$ cat src/rtl/uart_rx_cfg.sv
// rtl/uart_rx_cfg.sv - parametrised oversampling UART receiver with majority voting.
// Parity checking is compiled in when UART_RX_CFG_PARITY_EN is defined.
module uart_rx_cfg #(
    parameter int NB_DATA = 8,
    parameter int NB_STOP = 1,
    parameter int OVS     = 16
) (
    input  logic               clk,
    input  logic               reset,
    input  logic               rx,
    input  logic               s_tick,
    input  logic               parity_odd,
    output logic               rx_done_tick,
    output logic [NB_DATA-1:0] data_out,
    output logic               parity_err,
    output logic               frame_err,
    output logic               busy
);
    localparam int CW = $clog2(OVS);
    localparam int BW = $clog2(NB_DATA + 1);
    localparam logic [CW-1:0] T_S0  = CW'(OVS / 2 - 1);
    localparam logic [CW-1:0] T_S1  = CW'(OVS / 2);
    localparam logic [CW-1:0] T_S2  = CW'(OVS / 2 + 1);
    localparam logic [CW-1:0] T_END = CW'(OVS - 1);
    localparam logic [BW-1:0] LAST_BIT  = BW'(NB_DATA - 1);
    localparam logic          LAST_STOP = 1'(NB_STOP - 1);

    typedef enum logic [2:0] {
        IDLE,
        START,
        DATA,
`ifdef UART_RX_CFG_PARITY_EN
        PARITY,
`endif
        STOP,
        WAIT_HIGH
    } state_t;

    state_t             state_q;
    logic               rx_meta_q, rx_s_q;
    logic [CW-1:0]      cnt_q;
    logic [BW-1:0]      bit_idx_q;
    logic               stop_idx_q;
    logic [1:0]         samp_q;
    logic               vote_q;
    logic [NB_DATA-1:0] shift_q;
    logic               frame_q;
    logic               done_q;
    logic [NB_DATA-1:0] data_q;
    logic               ferr_q;
    logic               maj_d;
    logic               counting_d;
    logic               ferr_d;

    always_comb begin
        // Third sample is the live synchronised line at tick OVS/2+1.
        maj_d      = (samp_q[0] & samp_q[1]) | (samp_q[0] & rx_s_q) | (samp_q[1] & rx_s_q);
        counting_d = (state_q != IDLE) && (state_q != WAIT_HIGH);
        ferr_d     = frame_q | ~maj_d;
    end

`ifdef UART_RX_CFG_PARITY_EN
    logic podd_q, perr_int_q, perr_q;
    always_ff @(posedge clk) begin
        if (reset) begin
            podd_q     <= 1'b0;
            perr_int_q <= 1'b0;
            perr_q     <= 1'b0;
        end else begin
            if (state_q == IDLE && !rx_s_q)
                perr_int_q <= 1'b0;
            if (state_q == START && s_tick && cnt_q == T_S2 && !maj_d)
                podd_q <= parity_odd;
            if (state_q == PARITY && s_tick && cnt_q == T_END)
                perr_int_q <= vote_q ^ (^shift_q) ^ podd_q;
            if (state_q == STOP && s_tick && cnt_q == T_S2 && stop_idx_q == LAST_STOP)
                perr_q <= perr_int_q;
        end
    end
    assign parity_err = perr_q;
`else
    logic unused_parity_odd;
    assign unused_parity_odd = parity_odd;
    assign parity_err        = 1'b0;
`endif

    always_ff @(posedge clk) begin
        if (reset) begin
            state_q    <= IDLE;
            rx_meta_q  <= 1'b1;
            rx_s_q     <= 1'b1;
            cnt_q      <= '0;
            bit_idx_q  <= '0;
            stop_idx_q <= 1'b0;
            samp_q     <= 2'b11;
            vote_q     <= 1'b1;
            shift_q    <= '0;
            frame_q    <= 1'b0;
            done_q     <= 1'b0;
            data_q     <= '0;
            ferr_q     <= 1'b0;
        end else begin
            rx_meta_q <= rx;
            rx_s_q    <= rx_meta_q;
            done_q    <= 1'b0;
            if (counting_d && s_tick) begin
                cnt_q <= (cnt_q == T_END) ? '0 : cnt_q + 1'b1;
                if (cnt_q == T_S0) samp_q[0] <= rx_s_q;
                if (cnt_q == T_S1) samp_q[1] <= rx_s_q;
                if (cnt_q == T_S2) vote_q    <= maj_d;
            end
            case (state_q)
                IDLE: if (!rx_s_q) begin
                    state_q <= START;
                    cnt_q   <= '0;
                    frame_q <= 1'b0;
                end
                START: if (s_tick) begin
                    if (cnt_q == T_S2 && maj_d)
                        state_q <= IDLE;
                    else if (cnt_q == T_END) begin
                        state_q   <= DATA;
                        bit_idx_q <= '0;
                    end
                end
                DATA: if (s_tick && cnt_q == T_END) begin
                    shift_q   <= {vote_q, shift_q[NB_DATA-1:1]};
                    bit_idx_q <= bit_idx_q + 1'b1;
                    if (bit_idx_q == LAST_BIT) begin
                        stop_idx_q <= 1'b0;
`ifdef UART_RX_CFG_PARITY_EN
                        state_q <= PARITY;
`else
                        state_q <= STOP;
`endif
                    end
                end
`ifdef UART_RX_CFG_PARITY_EN
                PARITY: if (s_tick && cnt_q == T_END) begin
                    state_q    <= STOP;
                    stop_idx_q <= 1'b0;
                end
`endif
                STOP: if (s_tick) begin
                    // Final stop bit resolves mid-window so a following start bit is not missed.
                    if (cnt_q == T_S2 && stop_idx_q == LAST_STOP) begin
                        done_q  <= 1'b1;
                        data_q  <= shift_q;
                        ferr_q  <= ferr_d;
                        state_q <= (!ferr_d && rx_s_q) ? IDLE : WAIT_HIGH;
                    end else if (cnt_q == T_S2 && !maj_d)
                        frame_q <= 1'b1;
                    else if (cnt_q == T_END)
                        stop_idx_q <= stop_idx_q + 1'b1;
                end
                WAIT_HIGH: if (rx_s_q) state_q <= IDLE;
                default: state_q <= IDLE;
            endcase
        end
    end

    assign rx_done_tick = done_q;
    assign data_out     = data_q;
    assign frame_err    = ferr_q;
    assign busy         = (state_q != IDLE);
endmodule

$ cat config.mk
export PLATFORM = sky130hd
export DESIGN_NAME = uart_rx_cfg
export DESIGN_NICKNAME = d
export VERILOG_FILES = /design/src/rtl/uart_rx_cfg.sv
export SDC_FILE = /design/constraint.sdc
export NUM_CORES = 1
export LEC_CHECK = 0
export BUFFER_PORTS_ARGS = -buffer_cell sky130_fd_sc_hd__buf_2
export CORE_ASPECT_RATIO = 1.4
export CORE_MARGIN = 1
export CORE_UTILIZATION = 55
export DETAILED_ROUTE_END_ITERATION = 16
export PLACE_DENSITY = 0.87
export SLEW_MARGIN = 20
export SYNTH_ARGS = -nofsm -noshare
export SYNTH_HDL_FRONTEND = slang
export SYNTH_SLANG_ARGS = --single-unit
$ cat constraint.sdc
create_clock -name clk -period 4 [get_ports clk]
set_input_delay 0.8 -clock clk [delete_from_list [all_inputs] [get_ports clk]]
set_output_delay 0.8 -clock clk [all_outputs]
set_load 0.02 [all_outputs]
# Word-level counts from Yosys, hierarchy flattened
# Index checks and enable logic that the tools add are counted.
dict set report op_classes {
  addsub 3
  eq_ne 24
  mux 33
  bitwise 10
  reduce_logical 24
}
# op n
set ops {}
lappend ops {{2-to-1 mux 4 bit} 8}
lappend ops {{2-to-1 mux 3 bit} 10}
lappend ops {{!= test 2 bit (second input constant)} 13}
lappend ops {{case mux 3 bit (5 select lines)} 1}
lappend ops {{equality test 4 bit (second input constant)} 3}
lappend ops {{2-to-1 mux 1 bit} 11}
lappend ops {{AND reduction 5 bit} 2}
lappend ops {{adder 4 x 1 -> 4 bit (second input constant)} 2}
lappend ops {{equality test 4 x 3 -> 1 bit (second input constant)} 2}
lappend ops {{case mux 4 bit (2 select lines)} 1}
lappend ops {{AND reduction 2 bit} 4}
lappend ops {{AND reduction 8 bit} 1}
lappend ops {{logical AND 1 bit} 7}
lappend ops {{AND reduction 7 bit} 1}
lappend ops {{equality test 3 x 2 -> 1 bit (second input constant)} 2}
lappend ops {{!= test 3 bit (second input constant)} 2}
lappend ops {{nonzero test 2 bit} 3}
lappend ops {{NOT 1 bit} 4}
lappend ops {{case mux 1 bit (2 select lines)} 2}
lappend ops {{AND 1 bit} 3}
lappend ops {{equality test 3 x 1 -> 1 bit (second input constant)} 1}
lappend ops {{equality test 3 bit (second input constant)} 1}
lappend ops {{logical NOT 3 bit} 1}
lappend ops {{bitwise OR 1 bit} 3}
lappend ops {{5 further kinds} 6}
dict set report totals {
  ff_bits 36
  inputBits 5
  output_inout_bits 12
  word_cells 108
}

# Longest topological paths before layout
dict set report logic_depth {
  ltp_word 11
  mapped_depth 8
  mapped_depth_nobuf 7
}

# Worst setup path before layout
# Ideal clock, no wire load.
dict set report synth_path {
  path_kind {input to register}
  startpoint {in s_tick}
  endpoint {reg state_q[0]}
  setup_time_ns 0.121
  arrival_time_ns 1.623
  required_ns 3.879
  path_slack_ns 2.256
  cell_stages 4
  n_path_buf 0
  path_cell_list {a211o_1 -> a21o_1 -> nand3b_4 -> mux2_4}
}
dict set report synth_via {
  elab_chain_cells 3
  word_cells_on_any_way 5
  cone_classes {3 x eq/ne; 2 x reduce/logical}
}
# item line_no
set synth_lines {}
lappend synth_lines {{start: declaration} 11} ;# input logic s_tick,
lappend synth_lines {{logical AND 1 bit} 126} ;# DATA: if (s_tick && cnt_q == T_END) begin
lappend synth_lines {{!= test 2 bit (no line)} -}
lappend synth_lines {{AND reduction 8 bit (no line) *} -}
lappend synth_lines {{end signal: assignment} 150} ;# state_q <= (!ferr_d && rx_s_q) ? IDLE : WAIT_HIGH;
lappend synth_lines {{end: declaration} 39} ;# state_t state_q;
# Mark *: on every way between the ends. The rest lies on a longest branch, timed or not.
# A chain may end at the register's enable or synchronous reset.

# Worst setup path in the final report
dict set report layout_path {
  startpoint {reg state_q[0]}
  endpoint {out busy}
}
dict set report layout_via {
  elab_chain_cells 1
}
# item line_no
set layout_lines {}
lappend layout_lines {{nonzero test 3 bit} 165} ;# assign busy = (state_q != IDLE);
lappend layout_lines {{end: declaration} 17} ;# output logic busy
# No other way between the ends.

==> results_dict.tcl <==
set metrics [dict create \
    die_y_um 67.8 \
    rsz0062_at_grt "no" \
    drive_gt1_frac 0.176 \
    crit_fanout 16 \
    syn_avg_cell_area_sq_um 9.01 \
    maxCapViolCount 0 \
    critPathRequiredTime_ps 3200 \
    dp_slack_ps 1970 \
    routed_wl_um 3080 \
    synth_nets 198 \
    fin_cells 236 \
    cts_tree "built" \
    worst_pin_slew_ps 575 \
    powerDensity_nw_per_um2 438 \
    tns_ps 0 \
    grt_use_total 0.205 \
    post_cts_resized 0 \
    initial_core_util 0.586 \
    netlist_area_sq_um 1700 \
    insertion_delay_ps 290 \
    vias 1330 \
    hold_path.class "flop to flop" \
    synth_edf_count 0 \
    coreArea_sq_um 2910 \
    drv_slew 0 \
    num_antenna_cells 0 \
    ys_ff_latch 36 \
    ys_seq_area_frac 0.423 \
    yosysUniqueCellTypes 51 \
    crit_path_start_kind "flop" \
    power.leakage_nw 0.712 \
    grt_pass1_wl_um 5090 \
    cts_max_path_buffers 2 \
    num_rows 23 \
    period_share 0.529 \
    grt_overflow_total 0 \
    wl_per_cell_um 13.0 \
    drtIter0Drc 43 \
    die-area_sq_um 3330 \
    crit_type "flop to primary output" \
    dp_hpwl_um 2110 \
    port_buffers 14 \
    ys.flop_type "dfxtp_1" \
    grt_max_degree 36 \
    setup_viol 0 \
    fmax_mhz 473 \
    slew_headroom 0.616 \
    drc 0 \
    fin_crit_ps 2110 \
    synth-warning-count 0 \
    finalNetCount 207 \
    vdd_drop_max_v 0.000311 \
    pin_count 17 \
    crit_arrival_ps 1310 \
    hold_buffers 0 \
    status "finished, final reports clean" \
    die_w_um 49.0 \
    cts.sinks 36 \
    crit_chain "or3_1 > buf_2" \
    hold_viol_final 0 \
    postCtsSetupBuffers 0 \
    first_pass_iters 4 \
    cp-end-kind "primary output" \
    path_clk_slew_ps 70 \
    cp_slowest_cell "dfxtp_1" \
    numCtsBuffers 5 \
    syn_inst 189 \
    cts_max_level 2 \
    root_buffer "clkbuf_8" \
    clock_skew_ps 7.62 \
    grt_pass1_vias 1175 \
    critPathMaxStageDelay_ps 470 \
    antenna_found_initial 0 \
    power_mw 0.800 \
    areaGrowthSynthToFinish_pct 7.20 \
    postLayoutSetupSlackWorst_ps 1890 \
    gp_congestion 0.839 \
    viasPerCell 5.64 \
    ant_nets 0 \
    async_flop_share 0 \
    dp.cells 228 \
]
## critical path, delay by kind of cell, from the launching register on
family / cells / cell delay, ps
buf+inv: 1 / 160
flops: 1 / 470
simple gates: 1 / 400
## path summary, 6_finish.rpt
kind	slack, ps	depth (start not counted)	startpoint	end
setup reg to reg	2140	5	state_q[1]	data_out[5]
hold reg to reg	420	1	rx_meta_q	rx_s_q
setup / recovery	1890	2	state_q[0]	busy
hold / removal	420	1	rx_meta_q	rx_s_q
## metrics by stage
| stage | hold slack [ps] | util | cell area, sq um |
|---|---|---|---|
| 6_report | 419 | 0.628 | 1830 |
| 5_1_grt | 428 | 0.628 | 1830 |
| 4_1_cts | 422 | 0.628 | 1830 |
| 3_5_place_dp | 405 | 0.598 | 1740 |
| 3_3_place_gp | 397 | 0.598 | 1740 |
| 2_1_floorplan | 389 | - | 1700 |
## synth_stat cells, types with 3 or more instances
master    count  area share
clkbuf_1      4      0.0088
dfxtp_1      36        0.42
nor2_1       22       0.048
nand2_1      28       0.062
mux2i_1      11       0.065
buf_4         3       0.013
o21ai_0       3      0.0088
ha_1          4       0.029
nand2b_1      3       0.011
buf_6         3       0.020
a21oi_1      16       0.047
nor2b_1       3       0.011
## area by class of cell
type,instances,area (sq um)
flip-flops and latches,36,721
multi-input cells,139,893
inverters,2,7.51
clock buffers,5,68.8
clock inverters,3,18.8
well taps,37,46.3
fillers,257,1080
repair buffers,14,70.1
## report_power, final
group,internal (mW),switching (mW)
Clock,0.121,0.130
Sequential,0.369,0.0334
Combinational,0.0683,0.0777
## cells in the final DEF, fill, tap and decap left out, types with 3 or more instances in the layout
master	n
a21oi_1	16
buf_2	14
clkbuf_8	5
dfxtp_1	36
ha_1	4
mux2i_1	11
nand2_1	28
nand2b_1	3
nor2_1	22
nor2b_1	3
o21ai_0	3
## logic make-up (layout without fill, tap and decap cells)
kind of cell / count (synthesis) / in the layout / share of synthesized area
AOI/OAI and AO/OA: 38 / 38 / 0.144
xor gates and xnor gates: 2 / 2 / 0.0103
adders and majority gates: 5 / 5 / 0.0360
buffers and inverters: 14 / 24 / 0.0522
DFF: 36 / 36 / 0.423
muxes: 12 / 12 / 0.0735
other: 1 / 1 / 0.00220
and+or+nand+nor: 81 / 81 / 0.259
## sequential cells by signal, summed over array words and instances, names as in the netlist
register and count:
bit_idx_q 4, frame_q 1, samp_q 2, cnt_q 4, frame_err 1, rx_done_tick 1, rx_s_q 1, vote_q 1
state_q 3, shift_q 8, stop_idx_q 1, rx_meta_q 1, data_out 8
## metal layers
layer  vias to the layer above  part of all wire  track usage
met3                         7             0.042       0.0533
met5                         -                 0            0
met2                        23              0.51        0.354
li1                        679                 -            -
met1                       621              0.43        0.231
met4                         0             0.023        0.118
Note: power is estimated with default switching activity, not from simulation.
